==> src/rtl/regfile_pkg.sv <==
// regfile_pkg: definitions shared by the register file, the issue logic and
// the write-port controller.
//   REGFILE_D_WIDTH    - default register data width
//   REGFILE_ADDR_WIDTH - default register address width
//   wb_entry_t         - one pending write-back (destination + data)
package regfile_pkg;

    localparam int REGFILE_D_WIDTH    = 32;
    localparam int REGFILE_ADDR_WIDTH = 6;

    typedef struct packed {
        logic [REGFILE_ADDR_WIDTH-1:0] addr;
        logic [REGFILE_D_WIDTH-1:0]    data;
    } wb_entry_t;

endpackage

==> src/rtl/wb_fifo.sv <==
// wb_fifo: write-back FIFO for long-latency results.
// Every slot is visible so the forwarding logic can search all of them.
// Ports:
//   clk, rst_n            - clock, async active-low reset (pointers only)
//   push, push_addr/data  - enqueue (caller guarantees not full)
//   pop                   - dequeue head (caller guarantees not empty)
//   head_addr/head_data   - oldest entry
//   full, empty, count    - occupancy
//   ent_addr/ent_data     - raw slot contents
//   ent_vld               - per-slot occupied flag
//   rd_idx                - slot index of the oldest entry (age origin)
module wb_fifo
    import regfile_pkg::*;
#(
    parameter int DEPTH      = 4,
    parameter int ADDR_WIDTH = REGFILE_ADDR_WIDTH,
    parameter int D_WIDTH    = REGFILE_D_WIDTH,
    localparam int PW        = $clog2(DEPTH)
) (
    input  logic                                 clk,
    input  logic                                 rst_n,
    input  logic                                 push,
    input  logic [ADDR_WIDTH-1:0]                push_addr,
    input  logic [D_WIDTH-1:0]                   push_data,
    input  logic                                 pop,
    output logic [ADDR_WIDTH-1:0]                head_addr,
    output logic [D_WIDTH-1:0]                   head_data,
    output logic                                 full,
    output logic                                 empty,
    output logic [PW:0]                          count,
    output logic [DEPTH-1:0][ADDR_WIDTH-1:0]     ent_addr,
    output logic [DEPTH-1:0][D_WIDTH-1:0]        ent_data,
    output logic [DEPTH-1:0]                     ent_vld,
    output logic [PW-1:0]                        rd_idx
);

    // Extra MSB on each pointer separates full from empty.
    logic [PW:0] wr_ptr;
    logic [PW:0] rd_ptr;

    always_ff @(posedge clk or negedge rst_n) begin
        if (!rst_n) begin
            wr_ptr <= '0;
            rd_ptr <= '0;
        end else begin
            if (push) wr_ptr <= wr_ptr + 1'b1;
            if (pop)  rd_ptr <= rd_ptr + 1'b1;
        end
    end

    // Storage is not reset; stale slots are masked by ent_vld.
    always_ff @(posedge clk) begin
        if (push) begin
            ent_addr[wr_ptr[PW-1:0]] <= push_addr;
            ent_data[wr_ptr[PW-1:0]] <= push_data;
        end
    end

    assign count     = wr_ptr - rd_ptr;
    assign full      = (count == (PW+1)'(DEPTH));
    assign empty     = (count == '0);
    assign rd_idx    = rd_ptr[PW-1:0];
    assign head_addr = ent_addr[rd_idx];
    assign head_data = ent_data[rd_idx];

    // A slot is occupied when its distance from the head is below count.
    for (genvar i = 0; i < DEPTH; i++) begin : g_vld
        logic [PW-1:0] off;
        assign off        = PW'(i) - rd_idx;
        assign ent_vld[i] = ({1'b0, off} < count);
    end

endmodule

==> src/rtl/regfile_wr_ctrl.sv <==
// regfile_wr_ctrl: drives the register file's single write port.
// Merges single-cycle ALU results with buffered long-latency results,
// bounds FIFO starvation, and forwards pending / in-flight writes.
// Ports:
//   clk, rst_n                          - clock, async active-low reset
//   alu_valid/alu_waddr/alu_wdata       - ALU result (no backpressure)
//   lu_valid/lu_ready/lu_waddr/lu_wdata - long-latency result handshake
//   we/waddr/wdata                      - registered register-file write
//   fwd_raddr1/2, fwd_hit1/2, fwd_data1/2 - forwarding lookup
//   alu_stall                           - upstream must hold off the ALU
//   fifo_count                          - buffered entries
//   proto_err                           - sticky: ALU result while stalled
module regfile_wr_ctrl
    import regfile_pkg::*;
#(
    parameter int D_WIDTH      = REGFILE_D_WIDTH,
    parameter int ADDR_WIDTH   = REGFILE_ADDR_WIDTH,
    parameter int DEPTH        = 4,
    parameter int STARVE_LIMIT = 3
) (
    input  logic                      clk,
    input  logic                      rst_n,
    input  logic                      alu_valid,
    input  logic [ADDR_WIDTH-1:0]     alu_waddr,
    input  logic [D_WIDTH-1:0]        alu_wdata,
    input  logic                      lu_valid,
    output logic                      lu_ready,
    input  logic [ADDR_WIDTH-1:0]     lu_waddr,
    input  logic [D_WIDTH-1:0]        lu_wdata,
    output logic                      we,
    output logic [ADDR_WIDTH-1:0]     waddr,
    output logic [D_WIDTH-1:0]        wdata,
    input  logic [ADDR_WIDTH-1:0]     fwd_raddr1,
    input  logic [ADDR_WIDTH-1:0]     fwd_raddr2,
    output logic                      fwd_hit1,
    output logic                      fwd_hit2,
    output logic [D_WIDTH-1:0]        fwd_data1,
    output logic [D_WIDTH-1:0]        fwd_data2,
    output logic                      alu_stall,
    output logic [$clog2(DEPTH):0]    fifo_count,
    output logic                      proto_err
);

    localparam int PW = $clog2(DEPTH);
    localparam int SW = $clog2(STARVE_LIMIT + 1);

    logic                                 fifo_full, fifo_empty;
    logic [ADDR_WIDTH-1:0]                head_addr;
    logic [D_WIDTH-1:0]                   head_data;
    logic [DEPTH-1:0][ADDR_WIDTH-1:0]     ent_addr;
    logic [DEPTH-1:0][D_WIDTH-1:0]        ent_data;
    logic [DEPTH-1:0]                     ent_vld;
    logic [PW-1:0]                        rd_idx;
    logic [SW-1:0]                        starve_cnt;

    // r0 writes are architecturally void; an ALU result during stall is dropped.
    logic alu_req, alu_ok, fifo_ne, sel_fifo, sel_alu, push;
    assign alu_req  = alu_valid && (alu_waddr != '0);
    assign alu_ok   = alu_req && !alu_stall;
    assign fifo_ne  = !fifo_empty;
    assign sel_fifo = fifo_ne && (alu_stall || !alu_ok);
    assign sel_alu  = alu_ok && !sel_fifo;
    // No pass-through: a full FIFO refuses even if the head leaves this cycle.
    assign lu_ready = !fifo_full;
    assign push     = lu_valid && lu_ready && (lu_waddr != '0);

    wb_fifo #(.DEPTH(DEPTH), .ADDR_WIDTH(ADDR_WIDTH), .D_WIDTH(D_WIDTH)) u_fifo (
        .clk       (clk),
        .rst_n     (rst_n),
        .push      (push),
        .push_addr (lu_waddr),
        .push_data (lu_wdata),
        .pop       (sel_fifo),
        .head_addr (head_addr),
        .head_data (head_data),
        .full      (fifo_full),
        .empty     (fifo_empty),
        .count     (fifo_count),
        .ent_addr  (ent_addr),
        .ent_data  (ent_data),
        .ent_vld   (ent_vld),
        .rd_idx    (rd_idx)
    );

    always_ff @(posedge clk or negedge rst_n) begin
        if (!rst_n) begin
            we         <= 1'b0;
            waddr      <= '0;
            wdata      <= '0;
            starve_cnt <= '0;
            alu_stall  <= 1'b0;
            proto_err  <= 1'b0;
        end else begin
            if (sel_fifo) begin
                we    <= 1'b1;
                waddr <= head_addr;
                wdata <= head_data;
            end else if (sel_alu) begin
                we    <= 1'b1;
                waddr <= alu_waddr;
                wdata <= alu_wdata;
            end else begin
                we    <= 1'b0;
            end

            // Counter saturates; stall follows one cycle after the limit is
            // reached, so the head loses at most STARVE_LIMIT+1 cycles.
            if (!fifo_ne || sel_fifo)
                starve_cnt <= '0;
            else if (sel_alu && starve_cnt != SW'(STARVE_LIMIT))
                starve_cnt <= starve_cnt + 1'b1;

            if (sel_fifo)
                alu_stall <= 1'b0;
            else if (fifo_ne && starve_cnt == SW'(STARVE_LIMIT))
                alu_stall <= 1'b1;

            if (alu_req && alu_stall)
                proto_err <= 1'b1;
        end
    end

    // Forwarding: output register first, then FIFO oldest to newest, so the
    // youngest match overwrites older ones.
    logic [1:0][ADDR_WIDTH-1:0] fwd_raddr;
    logic [1:0]                 fwd_hit;
    logic [1:0][D_WIDTH-1:0]    fwd_data;
    assign fwd_raddr = {fwd_raddr2, fwd_raddr1};

    for (genvar p = 0; p < 2; p++) begin : g_fwd
        logic               hit;
        logic [D_WIDTH-1:0] data;
        logic [PW-1:0]      idx;
        always_comb begin
            hit  = 1'b0;
            data = '0;
            idx  = '0;
            if (we && waddr == fwd_raddr[p]) begin
                hit  = 1'b1;
                data = wdata;
            end
            for (int i = 0; i < DEPTH; i++) begin
                idx = rd_idx + PW'(i);
                if (ent_vld[idx] && ent_addr[idx] == fwd_raddr[p]) begin
                    hit  = 1'b1;
                    data = ent_data[idx];
                end
            end
            if (fwd_raddr[p] == '0) begin
                hit  = 1'b0;
                data = '0;
            end
        end
        assign fwd_hit[p]  = hit;
        assign fwd_data[p] = data;
    end

    assign fwd_hit1  = fwd_hit[0];
    assign fwd_hit2  = fwd_hit[1];
    assign fwd_data1 = fwd_data[0];
    assign fwd_data2 = fwd_data[1];

endmodule
==> config.mk <==
export PLATFORM = sky130hd
export DESIGN_NAME = regfile_wr_ctrl
export DESIGN_NICKNAME = d
export VERILOG_FILES = /design/src/rtl/regfile_pkg.sv /design/src/rtl/wb_fifo.sv /design/src/rtl/regfile_wr_ctrl.sv
export SDC_FILE = /design/constraint.sdc
export NUM_CORES = 1
export LEC_CHECK = 0
export ABC_AREA = 1
export BUFFER_PORTS_ARGS = -buffer_cell sky130_fd_sc_hd__buf_2
export CAP_MARGIN = 20
export CORE_MARGIN = 3
export CORE_UTILIZATION = 35
export CTS_CLUSTER_DIAMETER = 60
export DETAILED_ROUTE_END_ITERATION = 10
export PLACE_DENSITY = 0.62
export SETUP_SLACK_MARGIN = 0.4
export SYNTH_ARGS = -nofsm -noshare
export SYNTH_HDL_FRONTEND = slang
export SYNTH_SLANG_ARGS = --single-unit
==> constraint.sdc <==
create_clock -name clk -period 7.2 [get_ports clk]
set_input_delay 0.36 -clock clk [delete_from_list [all_inputs] [get_ports clk]]
set_output_delay 0.36 -clock clk [all_outputs]
set_load 0.1 [all_outputs]
After elaboration in Yosys (flattened, before gate mapping)
Cells that the tools add are included. Widths: inputs -> output; s select.

Equal/unequal tests: 13. Add/subtract/negate cells: 11. Reduce and logical (&&, ||, !) cells: 35. Order comparisons: 10. Multiplexer cells: 64.

Operators by type and width (number): $mux 32 (19); $bmux 32 s2 (4); $bwmux 128 (1); $demux 32 s2 (1); $eq 6x6->1 (10); $bmux 6 s2 (4); $mux 6 (7); $bwmux 24 (1); $logic_and 1x1->1 (20); $mux 1 (20); $lt 2x3->1 const B (5); $demux 6 s2 (1); $logic_not 6->1 (2); $lt 2x3->1 (4); $reduce_bool 6->1 (2); $bmux 1 s2 (4); $add 3x1->3 const B (2); $reduce_bool 2->1 (3); $logic_not 1->1 (5); $add 2x1->2 const B (2); $add 2x2->2 const B (2); $mux 2 (2); $sub 1x2->2 const A (2); $sub 2x2->2 const A (2); other kinds (7) (8).

Input bits: 92. Register bits: 201.

Longest topological paths before layout
Depth in word-level cells: 11. Depth in mapped cells: 21. Depth with buffers taken out: 18.

Hierarchy
From an unflattened synthesis, not the netlist that was laid out.

Cell total of the unflattened synthesis: 2604. Area, all modules: 16678.5 um^2.

Modules (own cells, without submodules): regfile_wr_ctrl (cells an instance 2127, area an instance 10352.4 um^2, sequential area each 1076.0 um^2, instances 1); wb_fifo (cells an instance 477, area an instance 6326.1 um^2, sequential area each 4714.5 um^2, instances 1).

Least setup slack after synthesis
Ideal clock, no wire load.

Kind: reg-to-reg. From: register u_fifo.rd_ptr[1]. To: register u_fifo.ent_addr[18] (netlist bit), enable pin. Required time: 6.764 ns. Slack: 1.116 ns. Cell stages (with the launch flop): 11. Setup time: 0.436 ns. Data arrival time: 5.648 ns. Cell sequence: dfrtp_1 buf_2 inv_2 buf_4 buf_4 clkbuf_1 fa_1 inv_1 nand3_1 nand3_1 nor2_1.

Longest elaborated chain between the ends: 5.

Ends and longest elaborated chain: start: declaration (RTL line wb_fifo.sv:39) `logic [PW:0] rd_ptr;`; start signal: assignment (RTL line wb_fifo.sv:47) `if (pop) rd_ptr <= rd_ptr + 1'b1;`; $sub 3x3->3 (RTL line wb_fifo.sv:59) `assign count = wr_ptr - rd_ptr;`; net fifo_count[1] (RTL line regfile_wr_ctrl.sv:40) `output logic [$clog2(DEPTH):0] fifo_count,`; $eq 3x3->1 (RTL line wb_fifo.sv:60) `assign full = (count == (PW+1)'(DEPTH));`; $logic_not 1->1 (RTL line regfile_wr_ctrl.sv:64) `assign lu_ready = !fifo_full;`; net lu_ready (RTL line regfile_wr_ctrl.sv:27) `output logic lu_ready,`; $logic_and 1x1->1 (2 in a row) (RTL line regfile_wr_ctrl.sv:65) `assign push = lu_valid && lu_ready && (lu_waddr != '0);`; end signal: indexed assignment (RTL line wb_fifo.sv:54) `ent_addr[wr_ptr[PW-1:0]] <= push_addr;`; end: declaration (RTL line wb_fifo.sv:31) `output logic [DEPTH-1:0][ADDR_WIDTH-1:0] ent_addr,`.

The timed path passes the listed nets, and every way through them passes these cells. A chain may end at the register's enable or synchronous reset.

Final worst setup path
From: register u_fifo.rd_ptr[0]. To: output fwd_data2[13].

Longest elaborated chain between the ends: 10. Elaborated cells on any way between the ends: 49.

Ends and longest elaborated chain: $sub 3x3->3, or another cell as far along (RTL line wb_fifo.sv:59); $lt 2x3->1 (RTL line wb_fifo.sv:70) `assign ent_vld[i] = ({1'b0, off} < count);`; $bmux 1 s2 (RTL line regfile_wr_ctrl.sv:144) `if (ent_vld[idx] && ent_addr[idx] == fwd_raddr[p]) begin`; $mux 1 (not written as such) (RTL line regfile_wr_ctrl.sv:144); $logic_and 1x1->1 (RTL line regfile_wr_ctrl.sv:144); $mux 32 (3 in a row) (RTL line regfile_wr_ctrl.sv:144); $mux 32 (*) (RTL line regfile_wr_ctrl.sv:144); $mux 32 (*) (RTL line regfile_wr_ctrl.sv:149) `if (fwd_raddr[p] == '0) begin`; end: declaration (RTL line regfile_wr_ctrl.sv:38) `output logic [D_WIDTH-1:0] fwd_data2,`.

Mark *: on every way between the ends. The rest lies on a longest branch, timed or not. The select of a mux whose other input is x is not followed.

==> summary.txt <==
status: completed
largest net degree at the start of global routing: 85
metal2 WL: 25,100 µm
Fin. Hold Viols: 0
# setup viols final: 0
clk_skew: 23.9 ps
CTS tree: done
asr flop ratio synth: 24.4%
# hold bufs at CTS: 43
DRC Markers: 0
CTS Buffer Depth: 3
router iterations before antenna repair: 6
synth top area cells: edfxtp_1, nand2_1, nand3_1
Max Slew Vio Count: 0
gr ovfl total: 0
Placer Congestion: 1.00
Seq cells post-synth: 201
Mapped Area: 0.0155 mm²
Chip Width: 216 µm
later-pin clock latency in the skew report: 590 ps
Final HPWL DP: 48,000 µm
Iteration-0 DRC Markers: 2,260
via/cell ratio: 5.39
Wirelength per Cell: 20.9 µm
crit start category: flop
crit-path max FO: 76
initial antenna violation count: 2
total number of vias: 16,700
DRT antenna net count: 0
die area: 0.0469 mm²
fmax: 170 MHz
Port Buffers: 202
RSZ-0062 raised after global routing: no
synth cell count leaders: nand2_1, nand3_1, o21ai_0
most common cell in the netlist: nand2_1
CP max stage cell: inv_2
Least-Margin Pin Slew: 1200 ps
post-synth net total: 2,454
Critical Path End Type: primary output
CP Class: flop to primary output
delay-heaviest family, CP: buffers and inverters
DRT Wirelength: 64,800 µm
HP Class: input port to flop
die span in y: 216 µm
clock slew at reported path FFs: 60 ps
wire length on met3: 7450 µm
Cell Rows: 76
Critical path buffers and inverters: 3
Post-synth top flop: edfxtp_1
CTS Buf Count: 28
Sink Count: 201
Mapped Cells: 2,347
Worst Path Required: 6840 ps
Yosys cell types: 41
Core Region: 0.0435 mm²
vias in the first global route: 14,700
starting density of the core: 35.7%
Post-CTS Setup Repair Bufs: 0
yosys warns: 0
top sig layer: met5
met1 WL: 30,300 µm
Max Cap Violations: 0
Synth area leader: edfxtp_1
global router's overall resource usage: 26.8%
average size of a mapped cell: 6.61 µm²
critical path data arrival time: 5510 ps
final net count: 2,600
register area share after synthesis: 37.3%
Post-synth EDFFs: 152
CP max stage delay: 690 ps
Slew HR: 19.3%
critical-path cell list: ha_2, buf_4, ha_1, a21o_1, nand3_1, nand3_1, nand2_1, nand2_2, inv_2, nand2_1, nand2_1, nand2_1, a21oi_1, buf_2
Area Overhead vs Synth: 17.7%
Clock Tree Root: clkbuf_16
ratio of cells with drive above 1 in the final layout: 13.5%
share of the synthesized area in the top cell type: 29.4%
first-pass GRT wire length: 95,600 µm
minimum clock period: 5870 ps
worst hold margin: 22.3 ps
H-tree levels: 1
period utilization: 81.5%
total negative slack: 0 ps
most used cell, CP: nand2_1
Top-Level Pins: 203
post-cts sizing count: 0
logic make-up after synthesis:
logic type,share of synthesized area [%]
AO/OA/AOI/OAI,13.0
flip-flops,37.3
buffers and inverters,11.8
multiplexers,0.194
XOR/XNOR,1.24
adder cells (fa/ha/maj),1.26
AND/OR/NAND/NOR,35.2
worst paths after layout:
check	cells after the start	startpoint	to	slack, ps
max	14	u_fifo.rd_ptr[0]	fwd_data2[13]	1330
min	1	lu_wdata[25]	u_fifo.ent_data[57]	20
max reg2reg	6	u_fifo.rd_ptr[0]	u_fifo.ent_data[7]	3110
min reg2reg	1	u_fifo.wr_ptr[2]	u_fifo.wr_ptr[2]	490
max in group asynchronous	3	rst_n	u_fifo.rd_ptr[0]	6160
min in group asynchronous	3	rst_n	wdata[9]	430
metal layers:
| layer | global-route usage (%) | vias up |
|---|---|---|
| met4 | 7.79 | 2 |
| met2 | 35.6 | 931 |
| li1 | - | 7992 |
| met3 | 5.61 | 83 |
| met1 | 42.6 | 7691 |
| met5 | 0 | - |
cells in the final DEF (no fill, tap or decap), types with 2 or more instances in the layout:
cell / instances
buf_2: 202
ha_1: 13
clkinv_1: 2
nand2_2: 5
mux2i_1: 3
o211ai_1: 32
o22ai_1: 3
xor2_1: 22
o21ai_0: 255
nor2_4: 5
buf_4: 29
edfxtp_1: 152
a21oi_1: 65
clkinv_2: 2
nor2_2: 5
nand2_1: 822
o221ai_1: 7
dlygate4sd3_1: 43
o21bai_1: 2
o21ai_1: 8
nor4_1: 6
inv_8: 6
clkbuf_16: 28
inv_2: 34
nand3_1: 285
clkbuf_1: 6
nand3_2: 5
bufinv_16: 5
inv_1: 244
or2_2: 2
nand4_1: 72
buf_16: 2
dfrtp_1: 47
nor2_1: 78
registers in the layout, indices dropped and copies added, names as in the netlist:
register,cells
waddr,6
u_fifo.ent_data,128
proto_err,1
starve_cnt,2
u_fifo.wr_ptr,3
u_fifo.ent_addr,24
u_fifo.rd_ptr,3
we,1
alu_stall,1
wdata,32
per-stage QoR:
stage | worst slack (ps) | util, % | std cells | area (µm²)
after floorplan | 1120 | - | 2347 | 15500
after global placement | 1980 | 38.5 | 3002 | 16700
after detailed placement | 1960 | 38.5 | 3002 | 16700
after CTS | 1350 | 41.9 | 3097 | 18200
after global routing | 1010 | 42.0 | 3101 | 18300
final | 1330 | 42.0 | 3101 | 18300
layout make-up:
cell class | instances | area [µm²]
diodes | 1 | 2.50
clock buffers | 34 | 723
clock inverters | 18 | 293
fillers | 4519 | 25200
inverters | 279 | 1050
multi-input cells | 1706 | 7940
flip-flops and latches | 201 | 5800
well taps | 585 | 732
repair buffers | 277 | 1720
Power is not shown: default switching activity piles up to over one toggle a cycle in this logic, so the estimate is an artifact.
